**src/rtl/quad_enc_gen.sv**
```systemverilog
// quad_enc_gen: quadrature encoder waveform generator (clk_fast domain).
// Emits A/B edges every programmed number of clk_fast cycles in the programmed
// direction. It also keeps a signed count of the edges it has emitted.
//
// Ports:
//   clk_fast    generator clock; every output is registered on it
//   reset       asynchronous, active-low
//   run         1 = timer counts, 0 = timer and A/B freeze
//   cmd_valid   command valid; hold it until it is accepted
//   cmd_ready   high while the shadow register is empty
//   cmd_period  clk_fast cycles between edges (0 = stop, clamped up to MIN_PERIOD)
//   cmd_dir     0 = forward (A leads), 1 = reverse (B leads)
//   pos_clr     synchronous clear of pos; it wins over a coincident edge
//   a, b        quadrature channels
//   dir_out     direction currently in effect
//   edge_o      one-cycle pulse in the cycle A or B changes
//   pos         signed two's-complement edge count; it wraps
//   idx         index pulse. It is built only when QUAD_GEN_INDEX_EN is defined,
//               and is tied to 0 otherwise.
//
// Optional feature macro: QUAD_GEN_INDEX_EN
module quad_enc_gen #(
  parameter int unsigned MIN_PERIOD = 2,
  parameter int unsigned CPR        = 4000
) (
  input  logic        clk_fast,
  input  logic        reset,
  input  logic        run,
  input  logic        cmd_valid,
  output logic        cmd_ready,
  input  logic [21:0] cmd_period,
  input  logic        cmd_dir,
  input  logic        pos_clr,
  output logic        a,
  output logic        b,
  output logic        dir_out,
  output logic        edge_o,
  output logic [31:0] pos,
  output logic        idx
);

  localparam logic [21:0] MIN_P = 22'(MIN_PERIOD);

  logic [21:0] period_q, period_d;
  logic [21:0] timer_q, timer_d;
  logic [21:0] sh_period_q, sh_period_d;
  logic        sh_dir_q, sh_dir_d;
  logic        sh_full_q, sh_full_d;
  logic        a_q, a_d, b_q, b_d;
  logic        dir_q, dir_d;
  logic        edge_q, edge_d;
  logic [31:0] pos_q, pos_d;
  logic [21:0] cmd_clamped;

  // A zero CPR is meaningless for the index; this guard block is intentionally empty.
  if (CPR == 0) begin : g_cpr_zero
  end

  always_comb begin
    cmd_clamped = cmd_period;
    if ((cmd_period != '0) && (cmd_period < MIN_P)) cmd_clamped = MIN_P;
  end

  always_comb begin
    period_d    = period_q;
    timer_d     = timer_q;
    sh_period_d = sh_period_q;
    sh_dir_d    = sh_dir_q;
    sh_full_d   = sh_full_q;
    a_d         = a_q;
    b_d         = b_q;
    dir_d       = dir_q;
    edge_d      = 1'b0;
    pos_d       = pos_q;

    // Accept only when the shadow is empty. Consumption below only happens
    // when it is full, so the two never collide in the same cycle.
    if (cmd_valid && !sh_full_q) begin
      sh_period_d = cmd_clamped;
      sh_dir_d    = cmd_dir;
      sh_full_d   = 1'b1;
    end

    if (period_q == '0) begin
      // Idle: apply a pending command right away, even while run=0.
      if (sh_full_q) begin
        period_d  = sh_period_q;
        timer_d   = sh_period_q;
        dir_d     = sh_dir_q;
        sh_full_d = 1'b0;
      end
    end else if (run) begin
      if (timer_q <= 22'd1) begin
        // This edge uses the old direction. A pending command then takes
        // over the following interval, and a period of 0 stops the generator.
        edge_d = 1'b1;
        if (!dir_q) begin
          a_d   = ~b_q;
          b_d   = a_q;
          pos_d = pos_q + 32'd1;
        end else begin
          a_d   = b_q;
          b_d   = ~a_q;
          pos_d = pos_q - 32'd1;
        end
        timer_d = period_q;
        if (sh_full_q) begin
          period_d  = sh_period_q;
          timer_d   = sh_period_q;
          dir_d     = sh_dir_q;
          sh_full_d = 1'b0;
        end
      end else begin
        timer_d = timer_q - 22'd1;
      end
    end

    if (pos_clr) pos_d = '0;
  end

  always_ff @(posedge clk_fast or negedge reset) begin
    if (!reset) begin
      period_q    <= '0;
      timer_q     <= '0;
      sh_period_q <= '0;
      sh_dir_q    <= 1'b0;
      sh_full_q   <= 1'b0;
      a_q         <= 1'b0;
      b_q         <= 1'b0;
      dir_q       <= 1'b0;
      edge_q      <= 1'b0;
      pos_q       <= '0;
    end else begin
      period_q    <= period_d;
      timer_q     <= timer_d;
      sh_period_q <= sh_period_d;
      sh_dir_q    <= sh_dir_d;
      sh_full_q   <= sh_full_d;
      a_q         <= a_d;
      b_q         <= b_d;
      dir_q       <= dir_d;
      edge_q      <= edge_d;
      pos_q       <= pos_d;
    end
  end

`ifdef QUAD_GEN_INDEX_EN
  localparam logic signed [31:0] CPR_S = 32'(CPR);
  logic idx_q, idx_d;

  // idx is computed from next-state values so it lines up with a/b.
  // Testing the remainder for zero is sign-independent, so negative pos matches too.
  always_comb begin
    idx_d = 1'b0;
    if (!a_d && !b_d && (($signed(pos_d) % CPR_S) == 32'sd0)) idx_d = 1'b1;
  end

  always_ff @(posedge clk_fast or negedge reset) begin
    if (!reset) idx_q <= 1'b0;
    else        idx_q <= idx_d;
  end

  assign idx = idx_q;
`else
  assign idx = 1'b0;
`endif

  assign cmd_ready = ~sh_full_q;
  assign a         = a_q;
  assign b         = b_q;
  assign dir_out   = dir_q;
  assign edge_o    = edge_q;
  assign pos       = pos_q;

endmodule

```
**config.mk**
```make
export PLATFORM = sky130hd
export DESIGN_NAME = quad_enc_gen
export DESIGN_NICKNAME = d
export VERILOG_FILES = /design/src/rtl/quad_enc_gen.sv
export SDC_FILE = /design/constraint.sdc
export NUM_CORES = 1
export LEC_CHECK = 0
export CORE_AREA = 2 2 127 129
export DETAILED_ROUTE_END_ITERATION = 12
export DIE_AREA = 0 0 129 131
export HOLD_SLACK_MARGIN = 0.15
export PLACE_DENSITY = 0.75
export SLEW_MARGIN = 25
export SYNTH_ARGS = -nofsm -noshare
export SYNTH_HDL_FRONTEND = slang
export SYNTH_SLANG_ARGS = --single-unit
```
**constraint.sdc**
```tcl
create_clock -name clk_fast -period 6.2 [get_ports clk_fast]
set_input_delay 0.62 -clock clk_fast [delete_from_list [all_inputs] [get_ports clk_fast]]
set_output_delay 0.62 -clock clk_fast [all_outputs]
set_load 0.01 [all_outputs]
```
==> After elaboration in Yosys (flattened, before gate mapping) <==
Index checks and enable logic that the tools add are counted.
{ "op_classes": {"eq_ne": 2, "n_mux": 28, "reduce_logical": 13, "addsub": 3, "magnitude_cmp": 2, "bitwise": 4} }
{ "ops": {"columns": ["op", "n"], "rows": [
  ["two-way mux 22 bit", 9],
  ["two-way mux 32 bit", 5],
  ["adder 32 x 1 -> 32 bit, second input constant", 1],
  ["subtractor 32 x 1 -> 32 bit, second input constant", 1],
  ["<= comparator 22 x 1 -> 1 bit, second input constant", 1],
  ["zero test 22 bit", 1],
  ["< comparator 22 x 2 -> 1 bit, second input constant", 1],
  ["nonzero test 22 bit", 1],
  ["subtractor 22 x 1 -> 22 bit, second input constant", 1],
  ["two-way mux 1 bit", 14],
  ["nonzero test 2 bit", 4],
  ["AND reduction 3 bit", 2],
  ["!= test 2 bit, second input constant", 2],
  ["NOT 1 bit", 4],
  ["AND reduction 2 bit", 2],
  ["logical AND 1 bit", 2],
  ["zero test 1 bit", 1]
]} }
{ "totals": {"elab_cells": 62, "output_inout_bits": 38, "regBits": 104, "in_bits": 28} }

==> Longest topological paths before layout <==
Gate-level depths: netlist of the first run.
{ "depth": {"word_depth": 7, "ltp_mapped": 11, "mapped_depth_nobuf": 10} }

==> Least setup slack after synthesis of the first run <==
Ideal clock, no wire load.
{ "synth_path": {"path_type": "register -> register", "start": "reg dir_q (netlist: dir_out)", "end": "reg pos_q[28] (netlist: pos[28])", "required_ns": 6.113, "n_path_buf": 0, "setup_time_ns": 0.087, "slack_ns": 2.905, "arrival_time_ns": 3.209, "synth_period_minus_slack_ns": 3.295, "stages_incl_launch_ff": 10, "cell_sequence": "dfrtp_1 > inv_1 > fa_1 > nand2b_1 > a21oi_1 > o211ai_1 > a211oi_1 > a31oi_1 > or4_1 > o211ai_1"} }
{ "synth_via": {"elab_chain_len": 5} }
{ "synth_rtl": {"columns": ["item", "line_no", "text"], "rows": [
  ["start: declaration", "50", "logic dir_q, dir_d;"],
  ["start signal: assignment", "141", "dir_q <= dir_d;"],
  ["two-way mux 32 bit", "97", "if (!dir_q) begin"],
  ["two-way mux 32 bit", "93", "if (timer_q <= 22'd1) begin"],
  ["two-way mux 32 bit", "92", "end else if (run) begin"],
  ["two-way mux 32 bit", "84", "if (period_q == '0) begin"],
  ["two-way mux 32 bit", "118", "if (pos_clr) pos_d = '0;"],
  ["end signal: assignment", "143", "pos_q <= pos_d;"],
  ["end: declaration", "52", "logic [31:0] pos_q, pos_d;"]
]} }
Every way passes these cells. The select of a mux whose other input is x is not followed.
A chain may end at the register's enable or synchronous reset.

==> Worst setup path in the final report of the first run <==
{ "layout_path": {"start": "reg timer_q[8]", "end": "reg period_q[8]"} }
{ "layout_via": {"elab_chain_len": 3} }
{ "layout_rtl": {"columns": ["item", "line_no", "text"], "rows": [
  ["start: declaration", "45", "logic [21:0] timer_q, timer_d;"],
  ["start signal: assignment", "135", "timer_q <= timer_d;"],
  ["<= comparator 22 x 1 -> 1 bit", "93", null],
  ["nonzero test 2 bit (no source line)", null, null],
  ["AND reduction 2 bit (no source line)", null, null],
  ["end signal: assignment", "134", "period_q <= period_d;"],
  ["end: declaration", "44", "logic [21:0] period_q, period_d;"]
]} }
Every way passes these cells.

==> results of run 1 <==
-- logic make-up after synthesis --
logic type | synth area share [%]
AND/OR/NAND/NOR | 17.9
AO/OA/AOI/OAI | 20.2
flip-flops | 38.2
multiplexers | 9.63
buffers and inverters | 3.34
XOR/XNOR | 4.50
adder cells (fa/ha/maj) | 6.17
other | 0.0550
-- worst max-delay path: cells and delay by family (launching register included) --
kind	cells	cell delay, ns
simple gates	4	2.19
flops	1	0.44
mux	1	0.42
compound gates	1	0.36
-- final cells by class --
type                       count  area share, %
sequential                   104           32.9
inverter                      13          0.617
clock buffer                   9           2.85
multi-input combinational    591           50.5
clock inverter                 7          0.886
tap                          216           3.42
timing repair buffer          72           8.83
-- Yosys cell counts (all sizes together), types with 14 or more instances --
cell type    n  area share (%)
nand4       14             1.3
xor2        19             2.4
nor2        49             2.7
a21oi       74             5.4
nand2       78             4.3
mux2i       15             2.2
ha          32             5.9
nand3       15             1.2
o21ai       56             4.1
nor3        15             1.2
dfrtp      104              38
a21o        15             1.7
xnor2       16             2.1
mux2        45             7.4
clkbuf      31             1.7
-- sequential cells by signal, indices dropped and copies added, names as in the netlist --
| register | flops |
|---|---|
| pos | 32 |
| period_q | 22 |
| sh_period_q | 22 |
| timer_q | 22 |
| a | 1 |
| b | 1 |
| dir_out | 1 |
| edge_o | 1 |
| sh_dir_q | 1 |
| sh_full_q | 1 |
-- placed cells by master, fill, tap and decap left out, types with 7 or more instances in the layout --
master / n
xor2_1: 19
nor2_1: 49
nor3b_1: 7
a21o_1: 15
inv_1: 12
nand2_1: 78
a21oi_1: 74
nor4_1: 11
o211ai_1: 10
dfrtp_1: 104
nand4_1: 14
clkdlybuf4s50_1: 63
ha_1: 32
mux2_2: 44
o21ai_0: 46
mux2i_1: 15
nand3_1: 14
o22ai_1: 12
nand3b_1: 7
clkbuf_16: 9
buf_4: 9
xnor2_1: 16
o21ai_1: 10
nor3_1: 14
a22oi_1: 7
-- worst max path at each step --
stage	start	slack (ns)	depth (start not counted)	to
floorplan	dir_out$_DFFE_PN0P_	2.90	9	pos[28]$_DFFE_PN0P_
global placement	timer_q[8]$_DFFE_PN0P_	2.76	6	period_q[8]$_DFFE_PN0P_
detailed placement	timer_q[8]$_DFFE_PN0P_	2.67	6	period_q[8]$_DFFE_PN0P_
CTS	timer_q[8]$_DFFE_PN0P_	2.67	6	period_q[8]$_DFFE_PN0P_
global route	timer_q[8]$_DFFE_PN0P_	2.40	6	period_q[20]$_DFFE_PN0P_
finish	timer_q[8]$_DFFE_PN0P_	2.67	6	period_q[8]$_DFFE_PN0P_
-- stage by stage --
step | util (%) | hold slack [ns] | instance area, um^2 | total power, mW | worst slack [ns]
detailed placement | 48.8 | 0.501 | 7610 | 1.35 | 2.67
finish | 50.7 | 0.284 | 7910 | 1.92 | 2.67
global placement | 48.8 | 0.505 | 7610 | 1.34 | 2.76
floorplan | - | 0.324 | 6820 | 1.20 | 2.90
global route | 50.7 | 0.342 | 7910 | 2.02 | 2.40
CTS | 50.7 | 0.309 | 7910 | 1.93 | 2.67
-- metal layers --
layer | part of all wire [%] | routed length (um) | GRT usage (%) | vias to the layer above
met3 | 4.8 | 811 | 3.38 | 19
met4 | 1.5 | 259 | 5.63 | 0
met1 | 47 | 7880 | 28.7 | 2808
met5 | 0 | 0 | 0 | -
met2 | 47 | 7920 | 35.3 | 187
li1 | - | - | - | 2853
-- power by group through the flow --
stage	clock (mW)	combinational [mW]	sequential [mW]
floorplan	0	0.296	0.907
global placement	0	0.375	0.961
detailed placement	0	0.387	0.966
CTS	0.590	0.388	0.954
global route	0.614	0.431	0.978
finish	0.576	0.387	0.960
==> results_dict.tcl, run 1 <==
set metrics [dict create \
    status "finished clean" \
    r2r_cells 6 \
    pwr-share-clk_pct 30.0 \
    rrSetupSlack_ns 2.67 \
    fin_setup_tns_ns 0 \
    wl_per_cell_um 16.7 \
    rsz0062_at_grt "false" \
    die_h_um 131 \
    gp_congestion 0.929 \
    power-per-cell-area_nw_per_um2 243 \
    seq_area_frac_synth_pct 38.2 \
    cap_violations 0 \
    drt-total-wl_mm 16.9 \
    endpoint_kind "register" \
    grt_usage_pct 21.1 \
    max_freq_ghz 0.283 \
    setup_violations 0 \
    hold_buffers 0 \
    final-seq-area_um2 2600 \
    ys_warn_count 0 \
    clkLatencyLatePin_ns 0.36 \
    cts.path.max_buffers 2 \
    vias 5867 \
    drt_iter0_drc 526 \
    die_w_um 129 \
    finalNetCount 852 \
    worst-setup-path-type "register to register" \
    cts-htree-levels 3 \
    fin_worst_skew_ns 0.0129 \
    report.final.slew_viol_count 0 \
    cts_tree "done" \
    r2r-end "period_q[8]$_DFFE_PN0P_" \
    clk_pin_slew_ns 0.08 \
    post-cts-setup-buffers 0 \
    worst_pin_slew_ns 0.898 \
    grt_pass1_wl_mm 28.4 \
    area_growth_pct 16.0 \
    netlist_area_um2 6820 \
    slowest_delay_ns 0.72 \
    path_max_fanout 21 \
    syn-instance-count 750 \
    core_area_um2 15600 \
    post_cts_resized 0 \
    async_flop_share_pct 100 \
    rows 46 \
    initial_core_util_pct 43.7 \
    timing_hold_violations_final 0 \
    start_kind "register" \
    timing.rr.start "timer_q[8]$_DFFE_PN0P_" \
    power_frac_comb_pct 20.1 \
    ios 66 \
    dp.cells 996 \
    clock_sinks 104 \
    synth_edf_count 0 \
    arrival_ns 3.78 \
    synthFlopType "dfrtp_1" \
    drive_gt1_share_pct 10.1 \
    viasPerCell 5.80 \
    multi_input_area_um2 4000 \
    drc 0 \
    ant_nets 0 \
    switching_share_pct 32.9 \
    fin_cells 1012 \
    crit_chain "or3_4 -> nor4_4 -> and3_1 -> a21o_1 -> and2_1 -> mux2_2" \
    antenna_found_initial 0 \
    cts_made_buffers 9 \
    p_sw_uw 633 \
    vdd_drop_max_mv 0.233 \
    fin_crit_ns 3.53 \
    die_area_um2 16900 \
    port_buffers 64 \
    fill_cells 1436 \
    internal_power_mw 1.29 \
    synth.distinct_cells 70 \
    synth_area_per_cell_um2 9.09 \
    min_path_type "input port to async pin" \
    diodes 0 \
    required_ns 6.45 \
    pwr-share-seq_pct 49.9 \
    grt_max_degree 56 \
    power.leakage_nw 3.35 \
    cpMaxStageDelayCell "and2_1" \
    drtPass1Iterations 5 \
    grt_pass1_vias 5664 \
    postSynthRegisterBits 104 \
    grt_overflow 0 \
    min_period_over_period_pct 57.0 \
    root_buffer "clkbuf_16" \
    relSlewSlack_pct 39.9 \
    syn-num-nets 811 \
    post-dp-hpwl_mm 12.3 \
]
(Power assumes the default switching activity.)
==> run 2: changes to the inputs <==
==> constraint.sdc (replaced) <==
create_clock -name clk_fast -period 3.4 [get_ports clk_fast]
set_input_delay 0.34 -clock clk_fast [delete_from_list [all_inputs] [get_ports clk_fast]]
set_output_delay 0.34 -clock clk_fast [all_outputs]
set_load 0.01 [all_outputs]
==> run 2 against run 1 <==
Effect of this change: die area stayed put; non-clock buffer count up 14; final cell count rose by 1.4%; total power up 81%; clock skew shrank 0.0019 ns; clock power increased by 81%; critical path depth up 3; cell area is 1.2% higher; global-route usage increased by 0.14 points; sequential share of layout area down 0.40 points; routed wire length up 1.2%.
==> results_dict.tcl, run 2 (synthesized netlist as in run 1, its figures left out) <==
set metrics [dict create \
    power_frac_comb_pct 19.9 \
    ant_nets 0 \
    min_to "pos[23]$_DFFE_PN0P_" \
    whs_path_depth 2 \
    cts.path.max_buffers 2 \
    rows 46 \
    start_kind "register" \
    port_buffers 64 \
    grt-busiest-layer "met2" \
    gp_congestion 0.912 \
    fin_crit_ns 3.23 \
    finalPower_mw 3.47 \
    fin_worst_skew_ns 0.0110 \
    setup_violations 0 \
    min_path_type "register to register" \
    diodes 0 \
    fin_setup_tns_ns 0 \
    die_area_um2 16900 \
    cts_tree "done" \
    internal_power_mw 2.35 \
    switching_share_pct 32.3 \
    grt_pass1_wl_mm 28.6 \
    drive_gt1_share_pct 11.4 \
    grt_use_met1_pct 28.8 \
    p_sw_mw 1.12 \
    drtPass1Iterations 5 \
    max_freq_ghz 0.309 \
    pwr-share-seq_pct 50.3 \
    wl_per_cell_um 16.6 \
    path_max_fanout 12 \
    min_from "pos[23]$_DFFE_PN0P_" \
    r2r_cells 9 \
    final_common_cell "dfrtp_1" \
    cap_violations 0 \
    timing.rr.start "dir_out$_DFFE_PN0P_" \
    ios 66 \
    drt_iter0_drc 524 \
    met2_usage_pct 35.4 \
    root_buffer "clkbuf_16" \
    die_h_um 131 \
    grt_usage_pct 21.2 \
    worst_pin_slew_ns 0.731 \
    initial_core_util_pct 43.7 \
    drt-total-wl_mm 17.1 \
    viasPerCell 5.77 \
    endpoint_kind "register" \
    required_ns 3.68 \
    rsz0062_at_grt "false" \
    grt_pass1_vias 5584 \
    r2r-end "pos[28]$_DFFE_PN0P_" \
    cts-htree-levels 3 \
    largest_reg_flops 32 \
    relSlewSlack_pct 51.3 \
    core_area_um2 15600 \
    power-per-cell-area_nw_per_um2 434 \
    clk_pin_slew_ns 0.07 \
    status "finished clean" \
    timing_hold_violations_final 0 \
    cts_made_buffers 9 \
    pwr-share-clk_pct 29.8 \
    grt_max_degree 78 \
    fill_cells 1442 \
    rrSetupSlack_ns 0.17 \
    met3_usage_pct 2.85 \
    post-dp-hpwl_mm 12.4 \
    area_growth_pct 17.5 \
    worst-setup-path-type "register to register" \
    power.leakage_nw 3.41 \
    grt_overflow 0 \
    clkLatencyLatePin_ns 0.36 \
    drc 0 \
    vdd_drop_max_mv 0.310 \
    clock_sinks 104 \
    report.final.slew_viol_count 0 \
    vias 5916 \
    post_cts_resized 0 \
    finalNetCount 866 \
    arrival_ns 3.51 \
    die_w_um 129 \
    antenna_found_initial 0 \
    min_period_over_period_pct 95.0 \
    final_cell_mix "dfrtp_1, nand2_1, a21oi_1" \
]
run 2: worst max path at each step:
stage / start / cells past startpoint / end / slack (ns)
after global routing: dir_out$_DFFE_PN0P_ / 9 / pos[28]$_DFFE_PN0P_ / 0.03
after global placement: dir_out$_DFFE_PN0P_ / 9 / pos[28]$_DFFE_PN0P_ / 0.32
final: dir_out$_DFFE_PN0P_ / 9 / pos[28]$_DFFE_PN0P_ / 0.17
after CTS: dir_out$_DFFE_PN0P_ / 9 / pos[28]$_DFFE_PN0P_ / 0.22
after floorplan: dir_out$_DFFE_PN0P_ / 9 / pos[28]$_DFFE_PN0P_ / 0.10
after detailed placement: dir_out$_DFFE_PN0P_ / 9 / pos[28]$_DFFE_PN0P_ / 0.26
run 2: critical path: stages, from the launching register on:
cell and delay [ns]:
dfrtp_1 0.63, inv_1 0.18, fa_1 0.47, nand2b_1 0.19, a21oi_1 0.23, o211ai_1 0.16
a211oi_1 0.48, a31oi_1 0.28, or4_1 0.45, o211ai_1 0.09
run 2: final cells by class:
type	instances	area, um^2	area share, %
repair buffers	86	810	10.1
clock inverters	6	57.6	0.719
flip-flops and latches	104	2600	32.5
clock buffers	10	229	2.86
inverters	13	48.8	0.609
well taps	216	270	3.37
multi-input cells	591	3990	49.8
run 2: power groups by stage:
stage / logic [mW] / registers [mW] / clock network [mW]
4_1_cts: 0.693 / 1.74 / 1.06
2_1_floorplan: 0.540 / 1.65 / 0
5_1_grt: 0.776 / 1.78 / 1.11
3_3_place_gp: 0.671 / 1.75 / 0
6_report: 0.691 / 1.75 / 1.04
3_5_place_dp: 0.690 / 1.76 / 0
run 2: what timing repair did:
action | CTS | global route
hold buffers | 0 | 1
setup buffers | 0 | 0
endpoints found under the hold margin | 0 | 75
run 2: metal layers:
| metal | vias up | wire length, um |
|---|---|---|
| met5 | - | 0 |
| met4 | 0 | 304 |
| met3 | 26 | 687 |
| met2 | 177 | 8160 |
| met1 | 2839 | 7910 |
| li1 | 2874 | - |
run 2: per-stage QoR:
| step | cells | cell area [um^2] | hold WS (ns) | utilization, % | setup WS [ns] |
|---|---|---|---|---|---|
| after global placement | 1009 | 7710 | 0.510 | 49.4 | 0.322 |
| after CTS | 1025 | 7990 | 0.182 | 51.3 | 0.220 |
| after floorplan | 750 | 6820 | 0.0444 | - | 0.105 |
| after global routing | 1026 | 8010 | 0.554 | 51.3 | 0.0321 |
| final | 1026 | 8010 | 0.529 | 51.3 | 0.169 |
| after detailed placement | 1009 | 7710 | 0.520 | 49.4 | 0.256 |
